--- config.mk ---
export PLATFORM = sky130hd
export DESIGN_NAME = cache_port_arbiter
export DESIGN_NICKNAME = d
export VERILOG_FILES = /design/src/rtl/cache_port_arbiter.sv
export SDC_FILE = /design/constraint.sdc
export NUM_CORES = 1
export LEC_CHECK = 0
export CORE_AREA = 3 3 102 104
export CTS_CLUSTER_SIZE = 10
export DETAILED_ROUTE_END_ITERATION = 8
export DIE_AREA = 0 0 105 107
export HOLD_SLACK_MARGIN = 0.02
export PLACE_DENSITY = 0.81
export SYNTH_ARGS = -nofsm -noshare
export SYNTH_HDL_FRONTEND = slang
export SYNTH_SLANG_ARGS = --single-unit
--- constraint.sdc ---
create_clock -name clk_i -period 1.4 [get_ports clk_i]
set_clock_uncertainty 0.1 [all_clocks]
set_input_delay 0.28 -clock clk_i [delete_from_list [all_inputs] [get_ports clk_i]]
set_output_delay 0.28 -clock clk_i [all_outputs]
set_load 0.05 [all_outputs]
--- src/rtl/cache_port_arbiter.sv ---
// cache_port_arbiter
//   Registered arbiter for one read/write port of the data cache memory.
//   Grants the port to one of CHANNELS requesters using round-robin or
//   fixed-priority arbitration. An owner may hold the port for several
//   cycles, but after MAX_HOLD consecutive cycles it is revoked if another
//   channel is waiting. When the owner releases the port, a waiting channel
//   takes over on the same edge. The issuer and tag of every read are
//   registered so the hit check one cycle later can be attributed to them.
//
// Ports
//   clk_i, rst_n_i   clock (rising edge), asynchronous active-low reset
//   ch_request_i     per-channel request level, held until done
//   ch_write_i       per-channel write strobe (only the owner's is used)
//   ch_read_i        per-channel read strobe (only the owner's is used)
//   ch_cmd_i         per-channel command words, channel k at [k*CMD_WIDTH +: CMD_WIDTH]
//   ch_tag_i         per-channel lookup tags, channel k at [k*TAG_WIDTH +: TAG_WIDTH]
//   grant_o          one-hot registered grant; all zero means the port is free
//   port_write_o     write strobe to the memory port
//   port_read_o      read strobe to the memory port
//   port_cmd_o       command word to the memory port
//   resp_valid_o     a read was issued in the previous cycle
//   resp_owner_o     one-hot issuer of that read
//   resp_tag_o       tag of that read
module cache_port_arbiter #(
  parameter int unsigned CHANNELS         = 2,
  parameter int unsigned CMD_WIDTH        = 64,
  parameter int unsigned TAG_WIDTH        = 20,
  parameter int unsigned PRIORITY_MODE    = 0,
  parameter int unsigned PRIORITY_CHANNEL = 0,
  parameter int unsigned MAX_HOLD         = 16
) (
  input  logic                           clk_i,
  input  logic                           rst_n_i,
  input  logic [CHANNELS-1:0]            ch_request_i,
  input  logic [CHANNELS-1:0]            ch_write_i,
  input  logic [CHANNELS-1:0]            ch_read_i,
  input  logic [CHANNELS*CMD_WIDTH-1:0]  ch_cmd_i,
  input  logic [CHANNELS*TAG_WIDTH-1:0]  ch_tag_i,
  output logic [CHANNELS-1:0]            grant_o,
  output logic                           port_write_o,
  output logic                           port_read_o,
  output logic [CMD_WIDTH-1:0]           port_cmd_o,
  output logic                           resp_valid_o,
  output logic [CHANNELS-1:0]            resp_owner_o,
  output logic [TAG_WIDTH-1:0]           resp_tag_o
);

  localparam int unsigned PTR_W  = (CHANNELS > 1) ? $clog2(CHANNELS) : 1;
  localparam int unsigned HOLD_W = $clog2(MAX_HOLD + 1);

  logic [CHANNELS-1:0]  grant_q, grant_d;
  logic [PTR_W-1:0]     rr_ptr_q, rr_ptr_d;
  logic [HOLD_W-1:0]    hold_cnt_q, hold_cnt_d;
  logic                 resp_valid_q, resp_valid_d;
  logic [CHANNELS-1:0]  resp_owner_q, resp_owner_d;
  logic [TAG_WIDTH-1:0] resp_tag_q, resp_tag_d;

  logic                 owner_req;
  logic                 others_pend;
  logic                 keep;
  logic [CHANNELS-1:0]  others;
  logic [CHANNELS-1:0]  win;
  logic [PTR_W-1:0]     win_next_ptr;
  logic                 found;
  int unsigned          ptr_u;
  logic [TAG_WIDTH-1:0] sel_tag;

  // Arbitration. The candidate set always excludes the current owner: when
  // we get here either the owner has dropped its request (so excluding it
  // changes nothing) or it is being revoked because someone else waits.
  always_comb begin
    owner_req    = |(grant_q & ch_request_i);
    others       = ch_request_i & ~grant_q;
    others_pend  = |others;
    keep         = owner_req && ((hold_cnt_q < HOLD_W'(MAX_HOLD)) || !others_pend);
    win          = '0;
    win_next_ptr = '0;
    found        = 1'b0;
    ptr_u        = 32'(rr_ptr_q);

    if (PRIORITY_MODE == 1 && others[PRIORITY_CHANNEL]) begin
      win[PRIORITY_CHANNEL] = 1'b1;
      found                 = 1'b1;
      win_next_ptr          = (PRIORITY_CHANNEL + 1 == CHANNELS) ? '0 : PTR_W'(PRIORITY_CHANNEL + 1);
    end

    // Upward modulo search from rr_ptr: first the channels at or above the
    // pointer, then the ones below it.
    for (int unsigned j = 0; j < CHANNELS; j++) begin
      if (!found && j >= ptr_u && others[j]) begin
        win[j]       = 1'b1;
        found        = 1'b1;
        win_next_ptr = (j + 1 == CHANNELS) ? '0 : PTR_W'(j + 1);
      end
    end
    for (int unsigned j = 0; j < CHANNELS; j++) begin
      if (!found && j < ptr_u && others[j]) begin
        win[j]       = 1'b1;
        found        = 1'b1;
        win_next_ptr = (j + 1 == CHANNELS) ? '0 : PTR_W'(j + 1);
      end
    end
  end

  always_comb begin
    grant_d    = '0;
    rr_ptr_d   = rr_ptr_q;
    hold_cnt_d = '0;
    if (keep) begin
      grant_d    = grant_q;
      hold_cnt_d = (hold_cnt_q < HOLD_W'(MAX_HOLD)) ? hold_cnt_q + HOLD_W'(1) : hold_cnt_q;
    end else if (found) begin
      grant_d    = win;
      rr_ptr_d   = win_next_ptr;
      hold_cnt_d = HOLD_W'(1);
    end
  end

  // Port datapath: the grant is one-hot, so OR-ing the masked channel
  // fields selects the owner and yields zero when the port is free.
  always_comb begin
    port_cmd_o   = '0;
    port_write_o = 1'b0;
    port_read_o  = 1'b0;
    sel_tag      = '0;
    for (int unsigned j = 0; j < CHANNELS; j++) begin
      if (grant_q[j]) begin
        port_cmd_o   = port_cmd_o | ch_cmd_i[j*CMD_WIDTH +: CMD_WIDTH];
        port_write_o = port_write_o | ch_write_i[j];
        port_read_o  = port_read_o | ch_read_i[j];
        sel_tag      = sel_tag | ch_tag_i[j*TAG_WIDTH +: TAG_WIDTH];
      end
    end
  end

  always_comb begin
    resp_valid_d = port_read_o;
    resp_owner_d = port_read_o ? grant_q : resp_owner_q;
    resp_tag_d   = port_read_o ? sel_tag : resp_tag_q;
  end

  always_ff @(posedge clk_i or negedge rst_n_i) begin
    if (!rst_n_i) begin
      grant_q      <= '0;
      rr_ptr_q     <= '0;
      hold_cnt_q   <= '0;
      resp_valid_q <= 1'b0;
      resp_owner_q <= '0;
      resp_tag_q   <= '0;
    end else begin
      grant_q      <= grant_d;
      rr_ptr_q     <= rr_ptr_d;
      hold_cnt_q   <= hold_cnt_d;
      resp_valid_q <= resp_valid_d;
      resp_owner_q <= resp_owner_d;
      resp_tag_q   <= resp_tag_d;
    end
  end

  assign grant_o      = grant_q;
  assign resp_valid_o = resp_valid_q;
  assign resp_owner_o = resp_owner_q;
  assign resp_tag_o   = resp_tag_q;

endmodule

==> results.toml <==
[floorplan]
initial_core_util = 0.2244
row_count = 36
core-area_um2 = 9639
ioPinCount = 267
dieHeight_um = 107
die_area_um2 = 11240
die_w_um = 105

[pwr]
leakage_uw = 0.002929
p_seq_frac = 0.164
peakVddDrop_mv = 0.6465
p_sw_uw = 3731
p_sw_frac = 0.4374
intPower_uw = 4799
power_frac_comb = 0.748
power.density_nw_per_um2 = 1230
p_clk_frac = 0.088

[clocking]
clock_latency_ns = 0.28
root_buffer = "clkbuf_8"
holdBufCountCts = 0
cts.sinks = 31
clk_path_buf_depth = 2
numCtsBuffers = 5
clk_pin_slew_ns = 0.07
cts_tree = "built"
h-tree-depth = 2

[setup_path]
critPathArrivalTime_ns = 1.51
critPathTopFamily = "flip-flops"
worst-path-buf-inv = 2
critPathMaxFanout = 50
slowest_delay_ns = 0.52
crit_path_frequent_cell = "buf_12"
crit_path_start = "grant_o[0]"
cp.depth = 3
start_kind = "flop"
timing.rr.start = "grant_o[1]"
endpoint = "port_cmd_o[44]"
rr_worst_depth = 6
cp.required_ns = 1.02
timing.rr.end = "resp_tag_o[8]"
crit_slowest_cell = "dfrtp_4"
cp_cell_sequence = "buf_12 -> a22o_4 -> buf_12"
endpoint_kind = "output port"
crit_type = "reg2out"
r2r_slack_ns = -0.37

[synth]
ys_types = 32
synth_nets = 412
syn-cell-area_um2 = 2163
ys_seq_elements = 31
yosysSeqAreaShare = 0.3586
avgSynthCellArea_um2 = 9.206
syn_inst = 235
ys_warn_count = 0

[route]
dr.pass1.iters = 4
drt_wl_total_mm = 13.68
vias = 3245
wire_per_inst_um = 21.27
drc = 0
ant_nets = 0
drt_iter0_drc = 103
vias_per_cell = 5.047

[sta]
max_slew_margin = 0.7469
hold_ws_ns = 0.2152
worst_slack_ns = -0.4885
min_period_over_period = 1.349
fmax_mhz = 529.5
setup_violations = 98
timing.setup.tns_ns = -38.69
hold_violations = 0
min_period_ns = 1.889
slew_viol_final = 0
tightest_slew_ns = 0.3796
rsz0062_at_grt = "true"

[cells_and_area]
num_antenna_cells = 0
syn_to_final_growth_pct = 220.5
fillers = 630
final_area_um2 = 6933
layout-drive-gt1-share = 0.4157
final_cell_mix = "clkdlybuf4s50_1, buf_12, a22o_4"
multiInputGateArea_um2 = 1893
nNetsFinal = 686
final_util = 0.7192
seq_area_um2 = 783.3
final_common_cell = "clkdlybuf4s50_1"

[global_route]
grtUsageTotal = 0.2187
grt_max_degree = 51
grt_pass1_wl_mm = 19.29
antenna_found_initial = 0
grt-ovfl-total = 0
grt_pass1_vias = 3478

[place]
io_buffers = 266
place_area_um2 = 6543
place_congestion = 0.8238
hpwl_mm = 10.67

[worst_hold_path]
hp-class = "in2async"

[outcome]
outcome = "finished with violations"
violations = "negative setup slack"

[job]
drv_cap = 0
-- worst reg2reg max path: stages, from the launching register on --
cell,delay [ns]
dfrtp_4,0.56
buf_6,0.16
a22oi_4,0.16
buf_6,0.19
buf_12,0.15
nor2_4,0.04
a221o_1,0.29
-- worst min-delay path by stage --
stage	slack [ns]	cells after the start	endpoint
2_1_floorplan	-0.12	0	grant_o[0]
3_3_place_gp	0.42	2	resp_owner_o[0]
3_5_place_dp	0.43	1	resp_owner_o[1]
4_1_cts	0.22	2	grant_o[0]
5_1_grt	0.23	2	grant_o[0]
6_report	0.22	2	grant_o[0]
-- what timing repair did --
action                     CTS  global route
setup endpoints to repair   98            98
gates resized for setup     10            31
pin swaps                    2            13
buffers inserted             5             2
cloned                       1             4
-- power by group through the flow --
stage               registers (uW)  clock network (uW)  logic, uW
finish                        1400                 747       6380
global route                  1420                 800       6560
CTS                           1380                 744       6230
detailed placement            1410                   0       6110
global placement              1390                   0       6000
floorplan                     1910                   0       2500
-- stage by stage --
step	setup WS [ns]	total power, uW	instances
2_1_floorplan	-0.2739	4419	235
3_3_place_gp	-0.3866	7394	625
3_5_place_dp	-0.4577	7511	625
4_1_cts	-0.4800	8362	638
5_1_grt	-0.5142	8781	643
6_report	-0.4885	8530	643
-- flip-flops by register name (all words and copies together), names as in the netlist --
name,cells
hold_cnt_q,5
resp_tag_o,20
grant_o,2
rr_ptr_q,1
resp_owner_o,2
resp_valid_o,1
-- routing by layer --
layer	vias up	GRT usage	share of wire
met3	27	0.06321	0.075
li1	1470	-	-
met1	1556	0.2324	0.35
met4	0	0.06467	0.028
met5	-	0	0
met2	192	0.4166	0.55
-- cell type report --
| class | count | share of cell area |
|---|---|---|
| sequential | 31 | 0.1130 |
| clock inverter | 1 | 0.0007219 |
| tap | 133 | 0.02400 |
| inverter | 6 | 0.003790 |
| clock buffer | 7 | 0.01245 |
| timing repair buffer | 294 | 0.5730 |
| multi-input combinational | 171 | 0.2731 |
-- logic make-up after synthesis --
group,after synthesis,synth area share
adders and majority gates,1,0.005783
xor gates and xnor gates,2,0.008099
and+or+nand+nor,58,0.1122
DFF,31,0.3586
buffers and inverters,33,0.07461
AOI/OAI and AO/OA,110,0.4407
-- synth_stat cells, drive strengths merged --
library cell,instances,share of area
clkbuf,4,0.0069
nand4b,1,0.0040
xor2,1,0.0040
xnor2,1,0.0040
a211oi,1,0.0035
or3,1,0.0029
o311ai,2,0.0081
a21boi,1,0.0035
a22o,67,0.27
nand3b,1,0.0035
a22oi,1,0.0098
o2111a,1,0.0052
a21o,1,0.0035
o211ai,2,0.0069
and2,1,0.0029
nor2b,2,0.0058
nor3,1,0.0023
dfrtp,31,0.36
a31oi,1,0.0029
buf,23,0.057
nand2b,2,0.0058
o21ai,5,0.012
a221o,20,0.093
a2bb2oi,1,0.0040
o221ai,1,0.0040
nor2,22,0.038
ha,1,0.0058
inv,6,0.010
nand2,27,0.047
a21oi,6,0.014
(Power assumes the default switching activity.)
